### src/rtl/pulse_seq_pkg.sv
// Shared types for the two-pulse sequence generator: FSM states, timing-field width and config record.
package pulse_seq_pkg;

  localparam int unsigned CNT_W_DEF = 32;

  typedef enum logic [1:0] {
    IDLE,
    RUN,
    DRAIN
  } state_t;

  typedef struct packed {
    logic [CNT_W_DEF-1:0] width;
    logic [CNT_W_DEF-1:0] delay;
    logic [CNT_W_DEF-1:0] period;
    logic [CNT_W_DEF-1:0] blank;
  } cfg_t;

endpackage

### src/rtl/pulse_seq_cfg.sv
// Shadow/active timing registers with validity check; pending shadow moves to active on the apply strobe.
// PULSE_SEQ_RECV_GATE_EN adds the blank field to the stored config and to the validity rule.
module pulse_seq_cfg
  import pulse_seq_pkg::*;
#(
  parameter int unsigned CNT_W      = CNT_W_DEF,
  parameter int unsigned WIDTH_DEF  = 30,
  parameter int unsigned DELAY_DEF  = 200,
  parameter int unsigned PERIOD_DEF = 200000
) (
  input  logic             clk,
  input  logic             rst,
  input  logic             cfg_load,
  input  logic [CNT_W-1:0] cfg_width,
  input  logic [CNT_W-1:0] cfg_delay,
  input  logic [CNT_W-1:0] cfg_period,
`ifdef PULSE_SEQ_RECV_GATE_EN
  input  logic [CNT_W-1:0] cfg_blank,
  output logic [CNT_W-1:0] act_blank,
`endif
  input  logic             apply,
  output logic             cfg_err,
  output logic [CNT_W-1:0] act_width,
  output logic [CNT_W-1:0] act_delay,
  output logic [CNT_W-1:0] act_period
);

  localparam int unsigned EW = CNT_W + 3;

  logic [EW-1:0]    need;
  logic             valid;
  logic             pending;
  logic [CNT_W-1:0] sh_width;
  logic [CNT_W-1:0] sh_delay;
  logic [CNT_W-1:0] sh_period;
`ifdef PULSE_SEQ_RECV_GATE_EN
  logic [CNT_W-1:0] sh_blank;
`endif

  // 3W+D(+blank)+1 evaluated wide so no combination of field values can wrap
  always_comb begin
    need = {3'b000, cfg_width} + {2'b00, cfg_width, 1'b0} + {3'b000, cfg_delay} + EW'(1);
`ifdef PULSE_SEQ_RECV_GATE_EN
    need = need + {3'b000, cfg_blank};
`endif
    valid = (cfg_width != '0) && (need <= {3'b000, cfg_period});
  end

  always_ff @(posedge clk or posedge rst) begin
    if (rst) begin
      sh_width   <= CNT_W'(WIDTH_DEF);
      sh_delay   <= CNT_W'(DELAY_DEF);
      sh_period  <= CNT_W'(PERIOD_DEF);
      act_width  <= CNT_W'(WIDTH_DEF);
      act_delay  <= CNT_W'(DELAY_DEF);
      act_period <= CNT_W'(PERIOD_DEF);
`ifdef PULSE_SEQ_RECV_GATE_EN
      sh_blank   <= '0;
      act_blank  <= '0;
`endif
      pending    <= 1'b0;
      cfg_err    <= 1'b0;
    end else begin
      cfg_err <= cfg_load && !valid;
      // A load landing on an apply cycle refills the shadow after the old value moves to active
      if (apply && pending) begin
        act_width  <= sh_width;
        act_delay  <= sh_delay;
        act_period <= sh_period;
`ifdef PULSE_SEQ_RECV_GATE_EN
        act_blank  <= sh_blank;
`endif
      end
      if (cfg_load && valid) begin
        sh_width  <= cfg_width;
        sh_delay  <= cfg_delay;
        sh_period <= cfg_period;
`ifdef PULSE_SEQ_RECV_GATE_EN
        sh_blank  <= cfg_blank;
`endif
        pending   <= 1'b1;
      end else if (apply) begin
        pending <= 1'b0;
      end
    end
  end

endmodule

### src/rtl/pulse_seq_gen.sv
// Two-pulse (W, gap D, 2W) sequence generator repeating every P cycles, all outputs registered.
// PULSE_SEQ_RECV_GATE_EN enables the cfg_blank port and the recv_gate window; otherwise recv_gate is 0.
module pulse_seq_gen
  import pulse_seq_pkg::*;
#(
  parameter int unsigned CNT_W      = CNT_W_DEF,
  parameter int unsigned WIDTH_DEF  = 30,
  parameter int unsigned DELAY_DEF  = 200,
  parameter int unsigned PERIOD_DEF = 200000
) (
  input  logic             clk,
  input  logic             rst,
  input  logic             run,
  input  logic             single,
  input  logic             cfg_load,
  input  logic [CNT_W-1:0] cfg_width,
  input  logic [CNT_W-1:0] cfg_delay,
  input  logic [CNT_W-1:0] cfg_period,
`ifdef PULSE_SEQ_RECV_GATE_EN
  input  logic [CNT_W-1:0] cfg_blank,
`endif
  output logic             pulse_out,
  output logic             sync,
  output logic             busy,
  output logic             cfg_err,
  output logic             recv_gate
);

  state_t           state, state_nxt;
  logic [CNT_W-1:0] cnt, cnt_nxt;
  logic             single_q;
  logic             counting;
  logic             at_end;
  logic             apply;
  logic             in_pulse;
  logic [CNT_W-1:0] act_width, act_delay, act_period;
  logic [CNT_W-1:0] p2_start, p2_end;
`ifdef PULSE_SEQ_RECV_GATE_EN
  logic [CNT_W-1:0] act_blank;
`endif

  pulse_seq_cfg #(
    .CNT_W     (CNT_W),
    .WIDTH_DEF (WIDTH_DEF),
    .DELAY_DEF (DELAY_DEF),
    .PERIOD_DEF(PERIOD_DEF)
  ) u_cfg (
    .clk       (clk),
    .rst       (rst),
    .cfg_load  (cfg_load),
    .cfg_width (cfg_width),
    .cfg_delay (cfg_delay),
    .cfg_period(cfg_period),
`ifdef PULSE_SEQ_RECV_GATE_EN
    .cfg_blank (cfg_blank),
    .act_blank (act_blank),
`endif
    .apply     (apply),
    .cfg_err   (cfg_err),
    .act_width (act_width),
    .act_delay (act_delay),
    .act_period(act_period)
  );

  assign counting = (state != IDLE);
  assign at_end   = counting && (cnt == act_period - CNT_W'(1));
  assign apply    = !counting || at_end;
  assign p2_start = act_width + act_delay;
  assign p2_end   = p2_start + act_width + act_width;
  assign in_pulse = (cnt < act_width) || ((cnt >= p2_start) && (cnt < p2_end));

  always_ff @(posedge clk or posedge rst) begin
    if (rst) begin
      state    <= IDLE;
      cnt      <= '0;
      single_q <= 1'b0;
    end else begin
      state <= state_nxt;
      cnt   <= cnt_nxt;
      if (counting && (cnt == '0)) single_q <= single;
    end
  end

  // DRAIN keeps counting; it only differs from RUN in that run is currently low
  always_comb begin
    state_nxt = state;
    cnt_nxt   = cnt;
    unique case (state)
      IDLE: begin
        if (run) begin
          state_nxt = RUN;
          cnt_nxt   = '0;
        end
      end
      RUN, DRAIN: begin
        if (at_end) begin
          cnt_nxt   = '0;
          state_nxt = (!run || single_q) ? IDLE : RUN;
        end else begin
          cnt_nxt   = cnt + CNT_W'(1);
          state_nxt = run ? RUN : DRAIN;
        end
      end
      default: state_nxt = IDLE;
    endcase
  end

  always_ff @(posedge clk or posedge rst) begin
    if (rst) begin
      pulse_out <= 1'b0;
      sync      <= 1'b0;
      busy      <= 1'b0;
    end else begin
      pulse_out <= counting && in_pulse;
      sync      <= counting && (cnt == '0);
      busy      <= counting;
    end
  end

`ifdef PULSE_SEQ_RECV_GATE_EN
  always_ff @(posedge clk or posedge rst) begin
    if (rst) recv_gate <= 1'b0;
    else     recv_gate <= counting && (cnt >= p2_end + act_blank);
  end
`else
  assign recv_gate = 1'b0;
`endif

endmodule

### config.mk
export PLATFORM = sky130hd
export DESIGN_NAME = pulse_seq_gen
export DESIGN_NICKNAME = d
export VERILOG_FILES = /design/src/rtl/pulse_seq_pkg.sv /design/src/rtl/pulse_seq_cfg.sv /design/src/rtl/pulse_seq_gen.sv
export SDC_FILE = /design/constraint.sdc
export NUM_CORES = 1
export LEC_CHECK = 0
export CAP_MARGIN = 20
export CORE_MARGIN = 2
export CORE_UTILIZATION = 26
export DETAILED_ROUTE_END_ITERATION = 7
export GPL_ROUTABILITY_DRIVEN = 0
export GPL_TIMING_DRIVEN = 0
export PLACE_DENSITY = 0.45
export SYNTH_ARGS = -nofsm -noshare
export SYNTH_HDL_FRONTEND = slang
export SYNTH_HIERARCHICAL = 1
export SYNTH_SLANG_ARGS = --single-unit
### constraint.sdc
create_clock -name clk -period 18.47 [get_ports clk]
set_input_delay 3.694 -clock clk [delete_from_list [all_inputs] [get_ports clk]]
set_output_delay 3.694 -clock clk [all_outputs]
set_load 0.01 [all_outputs]
-- Word level (Yosys, flattened, before mapping)
Cells that the tools add are included.
- bits in registers: 232
- bits of input ports: 101
- logic and storage cells: 62
- $add $sub $neg: 8
- magnitude comparators: 4
- equality and inequality tests: 4
- multiplexer cells: 10
- reductions and logical operators: 22
- operators by type and width (operator ; number):
    32-bit adder ; 3
    32-bit less-than comparator ; 2
    32-bit 2-to-1 mux ; 2
    32-bit case mux with 2 select lines ; 1
    35-bit by 1-bit adder with 35-bit output, second input constant ; 1
    35-bit by 32-bit adder with 35-bit output ; 1
    35-bit by 32-bit less-or-equal comparator with 1-bit output ; 1
    32-bit by 33-bit adder with 34-bit output ; 1
    32-bit by 1-bit adder with 32-bit output, second input constant ; 1
    32-bit equality test ; 1
    32-bit greater-or-equal comparator ; 1
    32-bit logical NOT ; 1
    32-bit nonzero test ; 1
    32-bit by 1-bit subtractor with 32-bit output, second input constant ; 1
    1-bit logical AND ; 8
    2-bit 2-to-1 mux ; 3
    2-bit nonzero test ; 3
    2-bit case mux with 2 select lines ; 1
    1-bit logical NOT ; 3
    1-bit logical OR ; 3
    1-bit 2-to-1 mux ; 3
    2-bit by 1-bit equality test with 1-bit output, second input constant ; 1
    2-bit equality test, second input constant ; 1
    2-bit logical NOT ; 1
    3 further kinds ; 3

-- Depth between registers and ports, before layout
- depth in word-level cells: 7
- mapped depth: 30
- depth with buffers taken out: 30

-- Hierarchy
The synthesis kept the hierarchy.
- by module, submodules not included (module ; instances ; cells each ; area an instance (um2)):
    pulse_seq_cfg ; 1 ; 814 ; 10491.3
    pulse_seq_gen ; 1 ; 1169 ; 8864.8

-- Worst setup path after synthesis
No wires, ideal clock.
- path type: input port to flip-flop
- start: in cfg_width[0]
- end: reg u_cfg.sh_delay[15]
- setup time: 0.128 ns
- data arrival time: 9.026 ns
- data required time: 18.342 ns
- setup slack: 9.316 ns
- stages on the path: 22
- path through: fa_1 > ha_1 > fa_1 > a21o_1 > a221oi_1 > a21boi_1 > a31o_2 > nand2_1 > o31ai_1 > a311oi_1 > xnor2_1 > ha_1 > and4_1 > nand2_1 > or4_1 > or4_1 > o21ai_1 > o211ai_1 > nor4b_4 > buf_4 > buf_4 > mux2_1
- longest elaborated chain between the ends: 6
- ends and longest elaborated chain (element ; line ; source):
    start, declared ; pulse_seq_gen.sv:16 ; input logic [CNT_W-1:0] cfg_width,
    32-bit by 33-bit adder with 34-bit output ; pulse_seq_cfg.sv:42 ; need = {3'b000, cfg_width} + {2'b00, cfg_width, 1'b0} + {3'b000, cfg_delay} + EW'(1);
    35-bit by 32-bit adder with 35-bit output ; pulse_seq_cfg.sv:42 ;
    35-bit by 1-bit adder with 35-bit output ; pulse_seq_cfg.sv:42 ;
    35-bit by 32-bit less-or-equal comparator with 1-bit output ; pulse_seq_cfg.sv:46 ; valid = (cfg_width != '0) && (need <= {3'b000, cfg_period});
    1-bit logical AND (*) ; pulse_seq_cfg.sv:46 ;
    1-bit logical AND (*) ; pulse_seq_cfg.sv:74 ; if (cfg_load && valid) begin
    end signal, assigned ; pulse_seq_cfg.sv:52 ; sh_delay <= CNT_W'(DELAY_DEF);
    end signal, assigned ; pulse_seq_cfg.sv:76 ; sh_delay <= cfg_delay;
    end, declared ; pulse_seq_cfg.sv:34 ; logic [CNT_W-1:0] sh_delay;
Every way passes the cells marked *; elsewhere a longest branch is shown, timed or not.
A chain may end at the register's enable or synchronous reset.

-- Worst setup path in the final report
- start: in cfg_width[2]
- end: reg u_cfg.sh_delay[29]
Same word-level chain as after synthesis.

==> metrics.yaml <==
outcome: "finished, final reports clean"
antenna_found_initial: 0
final-max-slew-violation-count: 0
total_power_of_the_final_layout_mw: 4.813
ctsHtreeMaxLevel: 1
floorplan.initialDensity_pct: 26.13
cts_hold_buf: 0
cts.clk_slew.worst_paths_ns: 0.05
hold_violations: 0
post-route-drc-count: 0
syn_nets: 2360
post-cts-setup-buffer-count: 0
die-height_um: 276.9
final_common_cell: "ha_1"
timing_limited_maximum_frequency_ghz: 0.08930
critical_path_buf_inv_count: 3
synth_largest_area_cell: "dfrtp_1"
clock_sinks: 232
vdd_drop_max_mv: 0.09948
power.density_mw_per_mm2: 212.9
routed_wirelength_mm: 60.47
fin_worst_skew_ns: 0.01684
cts_root_buf: "clkbuf_16"
via_per_inst: 5.002
cap_violations: 0
placement_setup_slack_ns: 6.574
critical_path_required_ns: 18.90
numCtsBuffers: 28
cp-start-kind: "input pin"
vias: 15552
worst_hold_path_type: "reg -> reg"
grt_setup_unrepaired: "false"
post_synth_top_flop: "dfrtp_1"
worst_setup_path_end_kind: "flip-flop"
dieArea_mm2: 0.07665
port_buffers: 104
flow.area_growth_from_synthesis_pct: 16.77
post-dp-hpwl_mm: 50.20
stdcell_area_mm2: 0.02260
synth_edf_count: 0
clk-insertion-delay-late_ns: 0.56
number_of_instances_resized_during_post_cts_repair: 0
slew_headroom_pct: 31.33
floorplan.io_pins: 106
transition_time_at_the_pin_with_the_least_slew_margin_ns: 1.014
layout_min_cycle_time_ns: 11.20
netlist_area_mm2: 0.01936
critPathArrivalTime_ns: 11.63
synth_top_area_share_pct: 26.63
cp_max_fo: 10
layout.cells.most_common_list: "ha_1, dfrtp_1, inv_1"
fin_nets: 2495
floorplan.die.width_um: 276.9
grt_max_degree: 108
crit_path_cell_trace: "clkdlybuf4s50_1 -> fa_1 -> ha_1 -> a211oi_1 -> nor3_1 -> o311ai_1 -> nand2_1 -> a31o_2 -> a31oi_1 -> o21bai_1 -> xor2_1 -> ha_1 -> and4_1 -> nand2_1 -> or4_1 -> or4_1 -> o21ai_1 -> o211ai_1 -> nor4b_4 -> buf_4 -> buf_4 -> mux2_1"
synth_seq_area_share_pct: 30.16
timing.setup.tns_ns: 0
asyncSetResetFlopFracSynth_pct: 100.0
postSynthCellCount: 1983
global_route.overflow_total: 0
grt_pass1_vias: 16126
syn_area_per_cell_um2: 9.761
diodes: 0
globalRouteTotalUtil_pct: 15.72
drt-pass1-iter-count: 5
wl_per_cell_um: 19.45
clock_tree.buffer_depth: 3
tritoncts: "yes"
post_route_cells_drive_above_1_share_pct: 13.27
core_mm2: 0.07407
grt_pass1_wl_mm: 94.53
placedInstanceArea_mm2: 0.02164
rows: 100
layout_setup_ws_ns: 7.272
synth.yosys.warnings: 6
initialDrtViolationCount: 705
leakage_power_of_the_design_nw: 10.24
period_utilization_pct: 60.63
slowest_library_cell_on_the_worst_path: "o311ai_1"
worstSetupPathType: "in -> reg"
synth_cell_types: 76
ys_seq_elements: 232
critPathTopFamily: "simple AND/OR/NAND/NOR gates"
drt.antenna.violating_nets: 0
setup_violations: 0
cp_slowest_stage_delay_ns: 0.89
leading_post_synthesis_cells_by_cell_area: "dfrtp_1, ha_1, mux2_2, dfstp_2, fa_1"
through the flow:
step / std cells / hold slack [ns] / utilization, %
6_report: 3109 / 0.4851 / 30.52
5_1_grt: 3109 / 0.5000 / 30.52
4_1_cts: 3109 / 0.4887 / 30.52
3_5_place_dp: 3057 / 0.4750 / 29.22
3_3_place_gp: 3056 / 0.4657 / 29.17
2_1_floorplan: 1983 / 0.4537 / -
per-layer routing:
layer	global-route usage, %	vias to the layer above	share of wire (%)
li1	-	7520	-
met1	20.80	7666	46
met2	27.24	298	48
met3	1.299	68	3.1
met4	4.710	0	2.8
met5	0	-	0
flip-flops by register name, summed over array words and instances (netlist names), 2 cells and up:
name / flops
cnt: 32
state: 2
u_cfg/act_delay: 32
u_cfg/act_period: 32
u_cfg/act_width: 32
u_cfg/sh_delay: 32
u_cfg/sh_period: 32
u_cfg/sh_width: 32
where the power goes:
group,leakage (nW),switching (mW),internal [mW]
clock network,0.475,0.228,0.342
registers,2.80,0.232,0.758
logic,6.96,1.79,1.46
kinds of logic (layout without fill, tap and decap cells):
family / after synthesis / after routing / synth area share (%)
simple gates: 461 / 461 / 12.98
buf+inv: 241 / 398 / 4.971
compound gates: 434 / 434 / 14.79
other cells: 1 / 1 / 0.01937
flops: 232 / 232 / 30.16
fa+ha+maj: 276 / 276 / 19.16
xor+xnor: 127 / 127 / 5.747
mux: 211 / 211 / 12.17
synthesized netlist by cell type (21+ instances only):
| cell type | instances |
|---|---|
| xnor2_1 | 72 |
| xor2_1 | 55 |
| mux2_1 | 29 |
| dfrtp_1 | 206 |
| mux2_2 | 166 |
| nor4_1 | 22 |
| clkbuf_1 | 39 |
| a21oi_1 | 106 |
| a31oi_1 | 36 |
| o21ai_0 | 53 |
| dfstp_2 | 26 |
| fa_1 | 34 |
| o21a_1 | 21 |
| nor3_1 | 32 |
| a21o_1 | 82 |
| nor2_1 | 75 |
| inv_1 | 174 |
| ha_1 | 242 |
| nand2_1 | 85 |
| nand3_1 | 70 |
| nand4_1 | 40 |
path summary, 6_finish.rpt:
| check | start | end | slack (ns) | cells past startpoint |
|---|---|---|---|---|
| worst min register to register | u_cfg/sh_delay[11] | u_cfg/sh_delay[11] | 0.49 | 1 |
| max in group asynchronous | rst | u_cfg/act_delay[30] | 13.74 | 3 |
| worst max register to register | u_cfg/act_width[1] | pulse_out | 10.96 | 28 |
| worst min-delay path | u_cfg/sh_delay[11] | u_cfg/sh_delay[11] | 0.49 | 1 |
| min in group asynchronous | rst | u_cfg/act_width[0] | 3.73 | 2 |
| worst max-delay path | cfg_width[2] | u_cfg/sh_delay[29] | 7.27 | 22 |
area by class of cell:
cell class              count  area, um2
clock inverters            16      176.4
clock buffers              36      782.0
repair buffers            105       1069
well taps                 969       1212
fillers                  7753      51470
inverters                 174      660.6
plain buffers              67      309.0
multi-input cells        1510      12560
flip-flops and latches    232       5838
No activity file was read; power rests on OpenSTA's default activity.
